## config.mk

```make
export PLATFORM = sky130hd
export DESIGN_NAME = mp2_bitstream_shifter
export DESIGN_NICKNAME = d
export VERILOG_FILES = /design/src/rtl/mp2_bitstream_shifter.sv
export SDC_FILE = /design/constraint.sdc
export NUM_CORES = 1
export LEC_CHECK = 0
export CAP_MARGIN = 0
export CORE_ASPECT_RATIO = 1.1
export CORE_UTILIZATION = 58
export CTS_CLUSTER_DIAMETER = 150
export DETAILED_ROUTE_END_ITERATION = 7
export GPL_ROUTABILITY_DRIVEN = 0
export PLACE_DENSITY = 0.82
export SLEW_MARGIN = 20
export SYNTH_ARGS = -nofsm -noshare
export SYNTH_HDL_FRONTEND = slang
export SYNTH_SLANG_ARGS = --single-unit
```

## constraint.sdc

```tcl
create_clock -name clock -period 6.2 [get_ports clock]
set_input_delay 1.24 -clock clock [delete_from_list [all_inputs] [get_ports clock]]
set_output_delay 1.24 -clock clock [all_outputs]
set_load 0.02 [all_outputs]
```

## src/rtl/mp2_bitstream_shifter.sv

```systemverilog
// MP2 bitstream shifter: pulls 16-bit words from a FWFT FIFO and presents a
// left-aligned 16-bit window that consumers advance by 1..16 bits per request.
module mp2_bitstream_shifter #(
    parameter int MAX_SHIFT = 16,
    parameter int BUF_BITS  = 32
) (
    input  logic        clock,
    input  logic        reset,
    input  logic        Resync_I,
    input  logic [15:0] Word_Data_I,
    input  logic        Word_Valid_I,
    output logic        Word_Read_O,
    output logic [15:0] Bitstream_Data_O,
    output logic        Bitstream_Byte_Allign_O,
    input  logic [4:0]  Shift_En_I,
    output logic        Shift_Busy_O,
    output logic [15:0] Bits_Consumed_O
);

    typedef enum logic [1:0] {
        FILL  = 2'd0,
        READY = 2'd1,
        FLUSH = 2'd2
    } state_t;

    state_t              state_r;
    state_t              state_next_s;
    logic [BUF_BITS-1:0] bit_buf_r;
    logic [5:0]          cnt_r;
    logic [2:0]          bpos_r;
    logic [15:0]         consumed_r;
    logic                busy_r;
    logic                align_r;

    logic [4:0]          n_s;
    logic                accept_s;
    logic                pop_s;
    logic [BUF_BITS-1:0] shifted_buf_s;
    logic [BUF_BITS-1:0] insert_s;
    logic [BUF_BITS-1:0] buf_next_s;
    logic [5:0]          cnt_shift_s;
    logic [5:0]          cnt_next_s;
    logic [2:0]          bpos_next_s;
    logic [15:0]         consumed_next_s;

    // Shift clamp, same-cycle shift-then-insert datapath and next-state decode.
    always_comb begin
        n_s = (Shift_En_I > 5'(MAX_SHIFT)) ? 5'(MAX_SHIFT) : Shift_En_I;
        // busy_r low implies READY, which guarantees cnt >= 16 >= n.
        accept_s = (n_s != 5'd0) && !busy_r && !Resync_I && !reset;

        if (accept_s) begin
            shifted_buf_s   = bit_buf_r << n_s;
            cnt_shift_s     = cnt_r - {1'b0, n_s};
            bpos_next_s     = bpos_r + n_s[2:0];
            consumed_next_s = consumed_r + {11'd0, n_s};
        end else begin
            shifted_buf_s   = bit_buf_r;
            cnt_shift_s     = cnt_r;
            bpos_next_s     = bpos_r;
            consumed_next_s = consumed_r;
        end

        pop_s = Word_Valid_I && (cnt_shift_s <= 6'd16) && (state_r != FLUSH)
                && !Resync_I && !reset;
        // Placing the word just below the cnt_shift_s surviving bits.
        insert_s = {Word_Data_I, 16'h0000} >> cnt_shift_s;

        if (pop_s) begin
            buf_next_s = shifted_buf_s | insert_s;
            cnt_next_s = cnt_shift_s + 6'd16;
        end else begin
            buf_next_s = shifted_buf_s;
            cnt_next_s = cnt_shift_s;
        end

        case (state_r)
            FILL:    state_next_s = (cnt_r >= 6'd16) ? READY : FILL;
            READY:   state_next_s = (cnt_next_s < 6'd16) ? FILL : READY;
            FLUSH:   state_next_s = FILL;
            default: state_next_s = FILL;
        endcase
    end

    // State, buffer and registered status outputs; resync overrides any update.
    always_ff @(posedge clock) begin
        if (reset) begin
            state_r    <= FILL;
            bit_buf_r  <= '0;
            cnt_r      <= 6'd0;
            bpos_r     <= 3'd0;
            consumed_r <= 16'd0;
            busy_r     <= 1'b1;
            align_r    <= 1'b1;
        end else if (Resync_I) begin
            state_r    <= FLUSH;
            bit_buf_r  <= '0;
            cnt_r      <= 6'd0;
            bpos_r     <= 3'd0;
            consumed_r <= 16'd0;
            busy_r     <= 1'b1;
            align_r    <= 1'b1;
        end else begin
            state_r    <= state_next_s;
            bit_buf_r  <= buf_next_s;
            cnt_r      <= cnt_next_s;
            bpos_r     <= bpos_next_s;
            consumed_r <= consumed_next_s;
            busy_r     <= (state_next_s != READY);
            align_r    <= (bpos_next_s == 3'd0);
        end
    end

    // The pop strobe must act on the FWFT head in the same cycle, so it stays combinational.
    assign Word_Read_O             = pop_s;
    assign Bitstream_Data_O        = bit_buf_r[BUF_BITS-1 -: 16];
    assign Bitstream_Byte_Allign_O = align_r;
    assign Shift_Busy_O            = busy_r;
    assign Bits_Consumed_O         = consumed_r;

endmodule
```

Word-level counts from Yosys, hierarchy flattened

Cells that the tools add are included.

Word-level logic and storage cells: 46
Input bits: 25
Output and inout bits: 35
Register bits: 61

Add/subtract/negate cells: 4
Reduce and logical (&&, ||, !) cells: 14
Bitwise logic cells: 1
Shift operators: 2
$lt $le $gt $ge: 4
Equal/unequal tests: 3
Multiplexer cells: 10

Operators with widths:

| operator                                               | number |
|---|---|
| two-way mux 32 bit                                     | 2 |
| bitwise OR 32 bit                                      | 1 |
| << shifter 32 x 5 -> 32 bit                            | 1 |
| right shift 32 x 6 -> 32 bit                           | 1 |
| adder 16 x 5 -> 16 bit                                 | 1 |
| two-way mux 6 bit                                      | 2 |
| logical AND 1 bit                                      | 7 |
| adder 6 x 5 -> 6 bit (second input constant)           | 1 |
| >= comparator 6 x 5 -> 1 bit (second input constant)   | 1 |
| <= comparator 6 x 5 -> 1 bit (second input constant)   | 1 |
| < comparator 6 x 5 -> 1 bit (second input constant)    | 1 |
| subtractor 6 x 5 -> 6 bit                              | 1 |
| > comparator 5 bit (second input constant)             | 1 |
| two-way mux 5 bit                                      | 1 |
| nonzero test 5 bit                                     | 1 |
| adder 3 bit                                            | 1 |
| zero test 1 bit                                        | 3 |
| zero test 3 bit                                        | 1 |
| two-way mux 3 bit                                      | 1 |
| equality test 2 x 1 -> 1 bit (second input constant)   | 1 |
| zero test 2 bit                                        | 1 |
| two-way mux 1 bit                                      | 2 |
| two-way mux 2 bit                                      | 1 |
| inequality test 2 x 1 -> 1 bit (second input constant) | 1 |
| other kinds (3)                                        | 3 |

Depth between registers and ports, before layout

Gate-level depths: netlist of run 1.

Depth after elaboration: 17
Depth in mapped cells: 21

Least setup slack after synthesis of run 1

Ideal clock, no wire load.

Path type: input to output
Start point: input port Shift_En_I[4]
End point: output port Word_Read_O
Data arrival time: 4.496 ns
Path buffers: 3
Path slack: 0.464 ns
Required time: 4.960 ns
Stages: 16
Path through: buf_2 nand2b_1 inv_2 buf_2 ha_1 inv_1 fa_1 a21o_1 a21oi_1 xnor2_1 mux2i_2 inv_1 clkbuf_1 ha_1 nand2b_1 a21oi_4

Cells in the longest elaborated chain, start to end: 12

RTL lines:

| what                                                              | RTL line | source |
|---|---|---|
| start: declaration                                                | 15       | `input logic [4:0] Shift_En_I,` |
| > comparator 5 bit                                                | 48       | `n_s = (Shift_En_I > 5'(MAX_SHIFT)) ? 5'(MAX_SHIFT) : Shift_En_I;` |
| two-way mux 5 bit (*)                                             | 48       |  |
| branches (longest 4 deep; another with subtractor 6 x 5 -> 6 bit) | -        |  |
| two-way mux 6 bit (*)                                             | 52       | `if (accept_s) begin` |
| <= comparator 6 x 5 -> 1 bit (*)                                  | 64       | `pop_s = Word_Valid_I && (cnt_shift_s <= 6'd16) && (state_r != FLUSH)` |
| logical AND 1 bit (*) (2 in a row)                                | 64       |  |
| logical AND 1 bit (*) (2 in a row)                                | 65       | `&& !Resync_I && !reset;` |
| end: declaration                                                  | 12       | `output logic Word_Read_O,` |

Every way passes the cells marked *.

Final worst setup path of run 1

Ends and elaborated chain as after synthesis.

==> reports/qor.csv, run 1 <==
stage,metric,value,unit
global_routing,first-pass GRT wire length,28300,um
route,Routed WL,17700,um
timing,Final min period,6000,ps
global_routing,Overflow after GRT,0,
synthesis,distinct cell type count of the synthesized netlist,68,
route,DR WL/cell,21.2,um
timing,final setup violation count,0,
job,max cap viols,0,
timing,Worst-Margin Slew,930,ps
global_routing,pin count of the biggest net entering global routing,42,
floorplan,core area,9350,um2
synthesis,synthesized area per cell,8.21,um2
setup_path,Critical R2R Launch,cnt_r[2],
setup_path,Critical path destination,Word_Read_O,
synthesis,post-synthesis share of cell area spent on xor and xnor gates,2.82,%
clock_network,maximum count of clock buffers along a single path,2,
setup_path,endpoint type of the worst setup path,output port,
clock_network,CTS hold repair buffers,0,
route,number of vias in the routed layout,5838,
placed_design,hpwl dp,13000,um
final_layout,"most common cell after layout, fill and taps aside",sky130_fd_sc_hd__nand2_1,
setup_path,longest individual stage delay on the worst path,630,ps
final_layout,area growth from synthesis to layout,14.2,%
synthesis,post-synthesis sequential area ratio,21.8,%
setup_path,r2r worst-path depth,11,
synthesis,total nets after synthesis,721,
setup_path,worst path arrival time,4760,ps
final_layout,nets@finish,752,
route,remaining routing DRC violations,0,
synthesis,synthesized netlist cell count,681,
power_and_ir_drop,Max rail drop VDD,0.0000896,V
setup_path,Crit Path Category,input port to output port,
synthesis,Syn. warnings,0,
route,remaining antenna violation count after routing,0,
timing,Worst slew margin,37.6,%
setup_path,Worst Setup SP,Shift_En_I[4],
setup_path,Worst path slowest cell,sky130_fd_sc_hd__clkdlybuf4s50_1,
synthesis,number of synthesized flops with an enable pin,0,
synthesis,"synthesized-area fraction occupied by ao, oa, aoi and oai cells",22.6,%
clock_network,clock transition time at the flip-flop clock pins of the worst setup and hold paths,80,ps
final_layout,share of cells above drive strength 1,11.9,%
placed_design,cell count after placement,818,
setup_path,Register-to-Register Setup Slack,2560,ps
clock_network,H-Tree Level Count,3,
hold_path,classification of the worst-slack hold path,register to register,
timing,final worst-path cycle share,96.8,%
timing,maximum frequency from static timing analysis,0.167,GHz
clock_network,CTS buffer count,9,
placed_design,number of input and output port buffers inserted,59,
final_layout,fill cell instance count of the final layout,762,
synthesis,Adder-Cell Fraction of Synth Area,3.76,%
setup_path,critical-path cell list,clkdlybuf4s50_1 > buf_4 > nor2b_2 > inv_2 > ha_1 > a21oi_1 > a21oi_1 > a2111oi_2 > xnor2_1 > ha_1 > nand2b_1 > a21oi_4 > clkdlybuf4s50_1,
final_layout,post-layout util,68.3,%
clock_network,CTS sink cnt,61,
route,iteration-0 DRC count of the detailed router,623,
route,Avg Vias per Cell,7.00,
timing,RSZ-0062 raised after global routing,false,
status,result of the run,"complete, no violations",
timing,total negative setup slack,0,ps
synthesis,commonest register cell after synthesis,sky130_fd_sc_hd__dfxtp_1,
clock_network,Skew-Pair Late Insertion Delay,370,ps
timing,skew final,11.6,ps
synthesis,asr flop ratio synth,0,%
route,first-pass iteration count of the detailed router,6,
global_routing,number of global-route vias before repair,5569,
timing,Worst Hold Slack,481,ps
global_routing,antenna violations before repair,0,
setup_path,required time of the worst setup path,4960,ps
floorplan,chip width,95.6,um
floorplan,IO Pins,60,
final_layout,most frequent cells in the layout,"sky130_fd_sc_hd__nand2_1, sky130_fd_sc_hd__mux2i_1, sky130_fd_sc_hd__dfxtp_1",
floorplan,# rows,37,
synthesis,total of flip-flops plus latches after synthesis,61,
clock_network,Post-CTS Setup Repair Bufs,0,
clock_network,clock tree from TritonCTS,yes,
power_and_ir_drop,power per standard cell area,147,nW/um2
power_and_ir_drop,leakage power total,2.53,nW
clock_network,library cell used as clock root buffer,sky130_fd_sc_hd__clkbuf_8,
final_layout,ant diodes,0,
synthesis,area of the mapped netlist,5590,um2
setup_path,top fanout value on the critical path,13,
synthesis,multiplexer share of the synthesized area,24.6,%
setup_path,RR Endpoint,bit_buf_r[21],
floorplan,starting density of the core,59.8,%
floorplan,die height,105,um
synthesis,"area fraction in and, or, nand and nor cells after synthesis",17.7,%
timing,final count of pins violating max slew,0,
final_layout,final cell count without fillers,834,
setup_path,Worst setup SP type,input port,
synthesis,dominant combinational cell family by area after synthesis,multiplexers,
global_routing,overall global routing resource usage,36.6,%
timing,"Hold Vio Cnt, Final",0,
floorplan,die footprint,10000,um2
==> state kept, by name, summed over array words and instances (netlist names) <==
name and cells:
state_r 2, bpos_r 3, Bits_Consumed_O 16, Shift_Busy_O 1, Bitstream_Byte_Allign_O 1, bit_buf_r 32, cnt_r 6
==> routing by layer <==
metal  vias to the layer above  share of wire (%)  GRT usage [%]
li1                       2607                  -              -
met1                      2718                 39           45.7
met2                       419                 44           54.0
met3                        94                 11           11.7
met4                         0                5.7           22.7
met5                         -                  0              0
==> cell families (layout without fill, tap and decap cells) <==
group / after synthesis / count (layout)
XOR/XNOR: 18 / 18
AND/OR/NAND/NOR: 216 / 216
AO/OA/AOI/OAI: 184 / 184
multiplexers: 111 / 111
adder cells (fa/ha/maj): 15 / 15
buffers and inverters: 76 / 112
flip-flops: 61 / 61
==> how the worst min path moves through the flow <==
stage          cells past startpoint               start            endpoint
3_5_place_dp                       2  Bits_Consumed_O[0]  Bits_Consumed_O[0]
2_1_floorplan                      1          state_r[1]          state_r[0]
6_report                           2  Bits_Consumed_O[0]  Bits_Consumed_O[0]
4_1_cts                            2  Bits_Consumed_O[0]  Bits_Consumed_O[0]
5_1_grt                            1          state_r[1]          state_r[0]
3_3_place_gp                       2  Bits_Consumed_O[0]  Bits_Consumed_O[0]
==> final cells by class <==
class / count / area (um2) / share of cell area, %
tap: 117 / 146 / 2.29
clock inverter: 4 / 47.5 / 0.745
inverter: 14 / 52.6 / 0.823
clock buffer: 12 / 145 / 2.27
sequential: 61 / 1220 / 19.1
multi-input combinational: 544 / 4010 / 62.8
timing repair buffer: 82 / 763 / 12.0
==> cell usage after synthesis (all sizes together) (2+ instances only) <==
| cell | count | area [um2] |
|---|---|---|
| mux2 | 15 | 169 |
| nor3 | 16 | 85.1 |
| o31ai | 2 | 15.0 |
| or3 | 8 | 55.1 |
| nand2 | 84 | 318 |
| and3 | 7 | 43.8 |
| o22a | 2 | 17.5 |
| a32oi | 6 | 52.6 |
| nor2 | 46 | 173 |
| o21a | 6 | 45.0 |
| a21o | 4 | 30.0 |
| dfxtp | 61 | 1220 |
| o21ai | 39 | 206 |
| a21oi | 40 | 211 |
| inv | 12 | 45.1 |
| a22oi | 10 | 75.1 |
| a32o | 5 | 50.1 |
| a211oi | 8 | 60.1 |
| a31oi | 9 | 56.3 |
| or2 | 2 | 12.5 |
| buf | 33 | 208 |
| a41oi | 2 | 17.5 |
| nand3b | 2 | 15.0 |
| xor2 | 8 | 70.1 |
| clkinv | 2 | 7.51 |
| o2bb2ai | 2 | 17.5 |
| ha | 12 | 150 |
| o221ai | 4 | 35.0 |
| o22ai | 15 | 93.8 |
| a2111oi | 5 | 51.3 |
| a221oi | 4 | 41.3 |
| and2 | 7 | 43.8 |
| clkbuf | 29 | 109 |
| nor2b | 4 | 25.0 |
| fa | 3 | 60.1 |
| nand2b | 5 | 31.3 |
| nand4 | 5 | 31.3 |
| o32a | 4 | 40.0 |
| mux2i | 77 | 778 |
| a22o | 7 | 61.3 |
| nand3 | 27 | 135 |
| mux4 | 19 | 428 |
| a211o | 4 | 35.0 |
| xnor2 | 10 | 87.6 |
==> what timing repair did <==
item | in CTS | in global routing
endpoints found under the hold margin | 0 | 0
resized for setup | 0 | 1
setup endpoints to repair | 0 | 1
==> worst max-delay path: cells and delay by family <==
family	cells	cell delay, ps
fa+ha+maj	2	470
simple gates	2	360
compound gates	4	1010
buf+inv	4	1460
xor+xnor	1	220
==> through the flow <==
step	power (W)	setup slack (ps)	area, um2
finish	0.000936	199	6380
global route	0.000961	25.5	6380
detailed placement	0.000574	27.2	6190
CTS	0.000932	12.3	6380
floorplan	0.000519	464	5590
global placement	0.000569	307	6190
==> power breakdown <==
part	switching (W)	internal [W]
Clock	0.000170	0.000195
Combinational	0.000101	0.0000701
Sequential	0.00000512	0.000395
Total	0.000276	0.000661
Power figures use the tool's default switching activity.
==> inputs of run 2 (changes only) <==
--- a/config.mk
+++ b/config.mk
@@ -6,7 +6,6 @@
 export NUM_CORES = 1
 export LEC_CHECK = 0
 export CAP_MARGIN = 0
-export CORE_ASPECT_RATIO = 1.1
 export CORE_UTILIZATION = 58
 export CTS_CLUSTER_DIAMETER = 150
 export DETAILED_ROUTE_END_ITERATION = 7
==> run 2 against run 1 <==
Effect of this change: clock power is 16% higher; sequential power hardly changed; die area barely moved; sequential cell count did not move; power is 6.4% higher; clock skew shrank 1.8 ps; fmax grew 1.1%; non-clock buffer count shrank 1; core utilization is 0.97 points higher; critical endpoint unchanged; highest routed layer unchanged.
==> reports/qor.csv, run 2 (synthesized netlist as in run 1, its figures left out) <==
stage,metric,value,unit,change
final_layout,flip-flop count of the largest register after layout,32,,unchanged
route,number of vias in the routed layout,5909,,was 5838
route,iteration-0 DRC count of the detailed router,615,,was 623
clock_network,clock transition time at the flip-flop clock pins of the worst setup and hold paths,80,ps,about the same
timing,"Hold Vio Cnt, Final",0,,unchanged
final_layout,"most common cell after layout, fill and taps aside",sky130_fd_sc_hd__nand2_1,,unchanged
status,result of the run,"complete, no violations",,unchanged
global_routing,overall global routing resource usage,36.1,%,was 36.6%
power_and_ir_drop,combinational fraction of design power,17.2,%,was 18.3%
timing,Worst-Margin Slew,1070,ps,was 930 ps
timing,Worst slew margin,28.5,%,was 37.6%
clock_network,CTS hold repair buffers,0,,unchanged
clock_network,library cell used as clock root buffer,sky130_fd_sc_hd__clkbuf_8,,unchanged
clock_network,CTS sink cnt,61,,unchanged
power_and_ir_drop,power per standard cell area,155,nW/um2,was 147 nW/um2
final_layout,final cell count without fillers,845,,was 834
floorplan,chip width,100,um,was 95.6 um
timing,maximum frequency from static timing analysis,0.168,GHz,was 0.167 GHz
setup_path,required time of the worst setup path,4960,ps,about the same
power_and_ir_drop,Sequential Power Share,40.1,%,was 42.8%
final_layout,share of cells above drive strength 1,11.9,%,about the same
floorplan,die height,100,um,was 105 um
setup_path,Critical R2R Launch,cnt_r[0],,was cnt_r[2]
power_and_ir_drop,share of power burned in the clock network,42.7,%,was 39.0%
setup_path,Worst Setup SP,Shift_En_I[4],,unchanged
setup_path,top fanout value on the critical path,10,,was 13
final_layout,area growth from synthesis to layout,15.0,%,was 14.2%
floorplan,# rows,35,,was 37
global_routing,antenna violations before repair,0,,unchanged
timing,Worst Hold Slack,472,ps,was 481 ps
job,max cap viols,0,,unchanged
global_routing,pin count of the biggest net entering global routing,54,,was 42
clock_network,clock tree from TritonCTS,yes,,unchanged
final_layout,most frequent cells in the layout,"sky130_fd_sc_hd__nand2_1, sky130_fd_sc_hd__mux2i_1, sky130_fd_sc_hd__dfxtp_1",,unchanged
clock_network,CTS buffer count,9,,unchanged
route,remaining antenna violation count after routing,0,,unchanged
hold_path,classification of the worst-slack hold path,register to register,,unchanged
route,Avg Vias per Cell,6.99,,was 7.00
floorplan,starting density of the core,60.2,%,was 59.8%
placed_design,cell count after placement,829,,was 818
clock_network,Post-CTS Setup Repair Bufs,0,,unchanged
timing,final setup violation count,0,,unchanged
clock_network,post-cts repair resize count,0,,unchanged
timing,total negative setup slack,0,ps,unchanged
floorplan,die footprint,10000,um2,about the same
timing,RSZ-0062 raised after global routing,false,,unchanged
placed_design,number of input and output port buffers inserted,59,,unchanged
timing,skew final,9.79,ps,was 11.6 ps
clock_network,H-Tree Level Count,3,,unchanged
floorplan,IO Pins,60,,unchanged
final_layout,nets@finish,751,,was 752
power_and_ir_drop,design internal power,0.000713,W,was 0.000661 W
timing,Final min period,5940,ps,was 6000 ps
setup_path,Worst setup SP type,input port,,unchanged
global_routing,Overflow after GRT,0,,unchanged
route,Routed WL,17900,um,was 17700 um
power_and_ir_drop,Max rail drop VDD,0.000119,V,was 0.0000896 V
power_and_ir_drop,leakage power total,2.53,nW,about the same
route,first-pass iteration count of the detailed router,6,,unchanged
floorplan,core area,9280,um2,was 9350 um2
global_routing,number of global-route vias before repair,5522,,was 5569
power_and_ir_drop,switching power,0.000283,W,was 0.000276 W
placed_design,hpwl dp,13100,um,was 13000 um
route,DR WL/cell,21.2,um,about the same
hold_path,source of the worst hold timing path,state_r[1],,was Bits_Consumed_O[0]
setup_path,worst path arrival time,4700,ps,was 4760 ps
route,remaining routing DRC violations,0,,unchanged
timing,final worst-path cycle share,95.8,%,was 96.8%
clock_network,maximum count of clock buffers along a single path,2,,unchanged
final_layout,ant diodes,0,,unchanged
timing,final count of pins violating max slew,0,,unchanged
final_layout,post-layout util,69.2,%,was 68.3%
setup_path,Register-to-Register Setup Slack,2560,ps,about the same
global_routing,first-pass GRT wire length,28500,um,was 28300 um
power_and_ir_drop,Sw Share,28.4,%,was 29.4%
final_layout,Largest Register,bit_buf_r,,unchanged
clock_network,Skew-Pair Late Insertion Delay,350,ps,was 370 ps
setup_path,Crit Path Category,input port to output port,,unchanged
setup_path,endpoint type of the worst setup path,output port,,unchanged
run 2: path summary, 6_finish.rpt:
| path | endpoint | depth (start not counted) |
|---|---|---|
| worst max-delay path | Word_Read_O | 13 |
| worst min-delay path | state_r[0] | 1 |
| worst max register to register | bit_buf_r[1] | 13 |
| worst min register to register | state_r[0] | 1 |
run 2: critical path, stage by stage:
cell,delay [ps]
sky130_fd_sc_hd__clkdlybuf4s50_1,520
sky130_fd_sc_hd__buf_4,230
sky130_fd_sc_hd__nor2b_2,140
sky130_fd_sc_hd__inv_2,70
sky130_fd_sc_hd__ha_1,170
sky130_fd_sc_hd__a21oi_1,200
sky130_fd_sc_hd__a21oi_1,100
sky130_fd_sc_hd__a2111oi_1,450
sky130_fd_sc_hd__xnor2_1,220
sky130_fd_sc_hd__ha_1,290
sky130_fd_sc_hd__nand2b_1,190
sky130_fd_sc_hd__a21oi_4,240
sky130_fd_sc_hd__clkdlybuf4s50_1,630
run 2: cell type report:
| class | instances | area, um2 |
|---|---|---|
| fill | 768 | 2860 |
| clock inverter | 5 | 82.6 |
| timing repair buffer | 81 | 756 |
| clock buffer | 11 | 151 |
| multi-input combinational | 544 | 4000 |
| tap | 129 | 161 |
| sequential | 61 | 1220 |
| inverter | 14 | 52.6 |
run 2: routing by layer:
metal	GRT usage, %	vias to the layer above	share of wire (%)
met2	56.5	468	45
met3	7.87	80	12
met1	47.3	2748	39
met5	0	-	0
met4	17.3	0	4.5
li1	-	2613	-
run 2: power by group through the flow:
stage / clock network (W) / logic (W) / registers [W]
2_1_floorplan: 0 / 0.000112 / 0.000407
3_3_place_gp: 0 / 0.000160 / 0.000409
3_5_place_dp: 0 / 0.000165 / 0.000409
4_1_cts: 0.000420 / 0.000167 / 0.000400
5_1_grt: 0.000439 / 0.000182 / 0.000400
6_report: 0.000425 / 0.000172 / 0.000400
run 2: metrics by stage:
stage	power [W]	setup WS (ps)	area [um2]
floorplan	0.000519	464	5590
global placement	0.000569	332	6190
detailed placement	0.000574	241	6190
CTS	0.000987	233	6430
global route	0.00102	52.4	6430
finish	0.000997	262	6430
==> inputs of run 3 (changes only) <==
--- a/config.mk
+++ b/config.mk
@@ -5,12 +5,14 @@
 export SDC_FILE = /design/constraint.sdc
 export NUM_CORES = 1
 export LEC_CHECK = 0
+export ABC_AREA = 1
 export CAP_MARGIN = 0
-export CORE_UTILIZATION = 58
+export CORE_UTILIZATION = 60
+export CTS_BUF_LIST = sky130_fd_sc_hd__clkbuf_8
 export CTS_CLUSTER_DIAMETER = 150
 export DETAILED_ROUTE_END_ITERATION = 7
 export GPL_ROUTABILITY_DRIVEN = 0
-export PLACE_DENSITY = 0.82
+export PLACE_DENSITY = 0.83
 export SLEW_MARGIN = 20
 export SYNTH_ARGS = -nofsm -noshare
 export SYNTH_HDL_FRONTEND = slang
==> run 3 against run 2 <==
Effect of this change: sequential share of layout area down 0.93 points; critical path depth grew 8; fmax up 4.0%; sequential cell count stayed put; highest routed layer unchanged; wire length is 10% higher; worst hold slack gained 5.5 ps; worst setup slack better by 230 ps; synthesized cell count up 61%; critical endpoint unchanged; clock-buffer cell count shrank 2; via count is 25% higher.
==> reports/qor.csv, run 3 <==
stage,metric,value,unit,change
route,Routed WL,19800,um,was 17900 um
final_layout,share of cells above drive strength 1,5.46,%,was 11.9%
timing,final count of pins violating max slew,0,,unchanged
route,Avg Vias per Cell,5.90,,was 6.99
setup_path,worst path arrival time,4470,ps,was 4700 ps
status,result of the run,"complete, no violations",,unchanged
synthesis,area of the mapped netlist,6040,um2,was 5590 um2
clock_network,maximum count of clock buffers along a single path,2,,unchanged
timing,Worst-Margin Slew,862,ps,was 1070 ps
timing,final setup violation count,0,,unchanged
global_routing,number of global-route vias before repair,6480,,was 5522
synthesis,area share of the largest cell type after synthesis,22.4,%,was 21.8%
route,number of vias in the routed layout,7383,,was 5909
synthesis,most numerous cell in the Yosys netlist,sky130_fd_sc_hd__nand2_1,,unchanged
floorplan,core area,9770,um2,was 9280 um2
final_layout,fill cell instance count of the final layout,935,,was 768
synthesis,commonest register cell after synthesis,sky130_fd_sc_hd__dfxtp_1,,unchanged
synthesis,post-synthesis sequential area ratio,20.2,%,was 21.8%
final_layout,ant diodes,0,,unchanged
clock_network,Post-CTS Setup Repair Bufs,0,,unchanged
final_layout,"most common cell after layout, fill and taps aside",sky130_fd_sc_hd__nand2_1,,unchanged
clock_network,CTS buffer count,9,,unchanged
route,DR WL/cell,15.8,um,was 21.2 um
clock_network,clock transition time at the flip-flop clock pins of the worst setup and hold paths,70,ps,was 80 ps
global_routing,first-pass GRT wire length,31900,um,was 28500 um
power_and_ir_drop,Max rail drop VDD,0.000132,V,was 0.000119 V
final_layout,most frequent cells in the layout,"sky130_fd_sc_hd__nand2_1, sky130_fd_sc_hd__nand3_1, sky130_fd_sc_hd__inv_1",,"was sky130_fd_sc_hd__nand2_1, sky130_fd_sc_hd__mux2i_1, sky130_fd_sc_hd__dfxtp_1"
synthesis,cell type with the highest aggregate area in the netlist,sky130_fd_sc_hd__nand2_1,,was sky130_fd_sc_hd__dfxtp_1
timing,final worst-path cycle share,92.1,%,was 95.8%
synthesis,list of most frequent post-synthesis cells,"sky130_fd_sc_hd__nand2_1, sky130_fd_sc_hd__nand3_1, sky130_fd_sc_hd__inv_1, sky130_fd_sc_hd__dfxtp_1, sky130_fd_sc_hd__nor2_1",,"was sky130_fd_sc_hd__nand2_1, sky130_fd_sc_hd__mux2i_1, sky130_fd_sc_hd__dfxtp_1, sky130_fd_sc_hd__nor2_1, sky130_fd_sc_hd__a21oi_1"
clock_network,H-Tree Level Count,3,,unchanged
timing,Worst slew margin,42.3,%,was 28.5%
global_routing,overall global routing resource usage,39.3,%,was 36.1%
placed_design,cell count after placement,1235,,was 829
synthesis,synthesized netlist cell count,1097,,was 681
timing,maximum frequency from static timing analysis,0.175,GHz,was 0.168 GHz
floorplan,chip width,102,um,was 100 um
route,remaining antenna violation count after routing,0,,unchanged
setup_path,Crit Path Category,input port to output port,,unchanged
clock_network,Skew-Pair Late Insertion Delay,350,ps,about the same
route,first-pass iteration count of the detailed router,6,,unchanged
route,remaining routing DRC violations,0,,unchanged
global_routing,Overflow after GRT,0,,unchanged
clock_network,CTS hold repair buffers,0,,unchanged
synthesis,number of synthesized flops with an enable pin,0,,unchanged
final_layout,nets@finish,1153,,was 751
final_layout,area growth from synthesis to layout,11.9,%,was 15.0%
synthesis,asr flop ratio synth,0,%,unchanged
placed_design,number of input and output port buffers inserted,59,,unchanged
timing,RSZ-0062 raised after global routing,false,,unchanged
synthesis,total of flip-flops plus latches after synthesis,61,,unchanged
final_layout,final cell count without fillers,1251,,was 845
global_routing,antenna violations before repair,0,,unchanged
floorplan,starting density of the core,61.8,%,was 60.2%
floorplan,# rows,36,,was 35
clock_network,clock tree from TritonCTS,yes,,unchanged
synthesis,Syn. warnings,0,,unchanged
power_and_ir_drop,leakage power total,3.19,nW,was 2.53 nW
synthesis,largest cells by area after synthesis,"sky130_fd_sc_hd__nand2_1, sky130_fd_sc_hd__nand3_1, sky130_fd_sc_hd__dfxtp_1",,"was sky130_fd_sc_hd__dfxtp_1, sky130_fd_sc_hd__mux2i_1, sky130_fd_sc_hd__mux4_2"
floorplan,die footprint,10500,um2,was 10000 um2
final_layout,flip-flop count of the largest register after layout,32,,unchanged
timing,"Hold Vio Cnt, Final",0,,unchanged
setup_path,required time of the worst setup path,4960,ps,about the same
power_and_ir_drop,power per standard cell area,145,nW/um2,was 155 nW/um2
synthesis,synthesized area per cell,5.51,um2,was 8.21 um2
clock_network,CTS sink cnt,61,,unchanged
final_layout,area used by multi-input combinational logic,4010,um2,was 4000 um2
floorplan,die height,102,um,was 100 um
job,max cap viols,0,,unchanged
setup_path,endpoint type of the worst setup path,output port,,unchanged
placed_design,hpwl dp,14500,um,was 13100 um
timing,total negative setup slack,0,ps,unchanged
final_layout,Largest Register,bit_buf_r,,unchanged
global_routing,pin count of the biggest net entering global routing,46,,was 54
synthesis,distinct cell type count of the synthesized netlist,38,,was 68
synthesis,total nets after synthesis,1137,,was 721
clock_network,library cell used as clock root buffer,sky130_fd_sc_hd__clkbuf_8,,unchanged
final_layout,FF/Latch Area,1220,um2,unchanged
timing,skew final,13.0,ps,was 9.79 ps
hold_path,classification of the worst-slack hold path,register to register,,unchanged
floorplan,IO Pins,60,,unchanged
route,iteration-0 DRC count of the detailed router,846,,was 615
timing,Final min period,5710,ps,was 5940 ps
setup_path,top fanout value on the critical path,5,,was 10
setup_path,Worst setup SP type,input port,,unchanged
==> run 3: cell count changes in the layout (fill, tap and decap cells not counted), moves of 10 or more <==
| cell | previous run | this run |
|---|---|---|
| sky130_fd_sc_hd__nand2_1 | 83 | 361 |
| sky130_fd_sc_hd__nand3_1 | 27 | 269 |
| sky130_fd_sc_hd__inv_1 | 10 | 110 |
| sky130_fd_sc_hd__mux2i_1 | 75 | 0 |
| sky130_fd_sc_hd__mux4_2 | 19 | 0 |
| sky130_fd_sc_hd__o22ai_1 | 15 | 0 |
| sky130_fd_sc_hd__mux2_2 | 14 | 0 |
| sky130_fd_sc_hd__nor2_1 | 46 | 59 |
| sky130_fd_sc_hd__a21oi_1 | 39 | 49 |
| sky130_fd_sc_hd__a22oi_1 | 10 | 0 |
| sky130_fd_sc_hd__nand2_2 | 1 | 11 |
==> run 3: cell type report <==
class | instances | share of cell area, %
Inverter | 115 | 6.42
Timing Repair Buffer | 77 | 10.8
Sequential cell | 61 | 18.1
Multi-Input combinational cell | 849 | 59.4
Clock buffer | 9 | 1.83
Clock inverter | 7 | 1.09
Tap cell | 133 | 2.46
==> run 3: layer usage <==
| layer | global-route usage, % | vias to the layer above | share of wire (%) | routed length, um |
|---|---|---|---|---|
| met5 | 0 | - | 0 | 0 |
| met4 | 19.0 | 0 | 4.4 | 880 |
| met3 | 7.52 | 91 | 11 | 2190 |
| met2 | 61.0 | 486 | 44 | 8720 |
| met1 | 52.4 | 3207 | 40 | 7990 |
| li1 | - | 3599 | - | - |
==> run 3: repair_timing <==
| item | CTS | global route |
|---|---|---|
| endpoints found under the hold margin | 0 | 0 |
| setup endpoints to repair | 0 | 1 |
| resized for setup | 0 | 2 |
==> run 3: worst paths after layout <==
kind                            cells past startpoint             endpoint                start  slack [ps]
worst min register to register                      2  Bits_Consumed_O[10]  Bits_Consumed_O[10]         480
worst max register to register                     15        bit_buf_r[17]             cnt_r[0]        3150
worst max-delay path                               21          Word_Read_O        Shift_En_I[0]         490
worst min-delay path                                2  Bits_Consumed_O[10]  Bits_Consumed_O[10]         480
==> run 3: cell families after synthesis <==
kind of cell	count (synthesis)	share of synthesized area, %
simple gates	736	53.9
buf+inv	187	13.5
compound gates	93	8.16
flops	61	20.2
fa+ha+maj	15	3.48
xor+xnor	5	0.725
==> run 3: report_power, final <==
part / switching (W) / internal [W] / total (W) / leakage (nW)
Clock: 0.000183 / 0.000187 / 0.000370 / 0.0996
Sequential: 0.00000232 / 0.000394 / 0.000396 / 0.492
Combinational: 0.000142 / 0.0000709 / 0.000213 / 2.60
==> run 3: worst max-delay path, cell delays in order <==
cell and delay (ps):
sky130_fd_sc_hd__clkdlybuf4s50_1 550, sky130_fd_sc_hd__nor2_2 210, sky130_fd_sc_hd__nand2_1 110, sky130_fd_sc_hd__a21boi_2 180, sky130_fd_sc_hd__ha_1 180, sky130_fd_sc_hd__inv_1 80
sky130_fd_sc_hd__fa_1 410, sky130_fd_sc_hd__nand3_1 120, sky130_fd_sc_hd__nand2_1 70, sky130_fd_sc_hd__nand2_1 60, sky130_fd_sc_hd__nand3_1 70, sky130_fd_sc_hd__o21a_1 150
sky130_fd_sc_hd__inv_2 60, sky130_fd_sc_hd__ha_1 130, sky130_fd_sc_hd__inv_1 50, sky130_fd_sc_hd__nor2_1 100, sky130_fd_sc_hd__nand3_1 100, sky130_fd_sc_hd__nand2_2 110
sky130_fd_sc_hd__nand2_2 110, sky130_fd_sc_hd__inv_1 130, sky130_fd_sc_hd__dlymetal6s2s_1 240
==> run 3: stage by stage <==
| stage | power [W] | util (%) | cell area, um2 | hold WS (ps) | setup WS [ps] |
|---|---|---|---|---|---|
| 2_1_floorplan | 0.000548 | - | 6040 | 468 | 804 |
| 3_3_place_gp | 0.000609 | 67.1 | 6560 | 469 | 321 |
| 3_5_place_dp | 0.000610 | 67.1 | 6560 | 469 | 253 |
| 4_1_cts | 0.000971 | 69.1 | 6760 | 480 | 154 |
| 5_1_grt | 0.00102 | 69.2 | 6760 | 501 | 279 |
| 6_report | 0.000979 | 69.2 | 6760 | 478 | 493 |
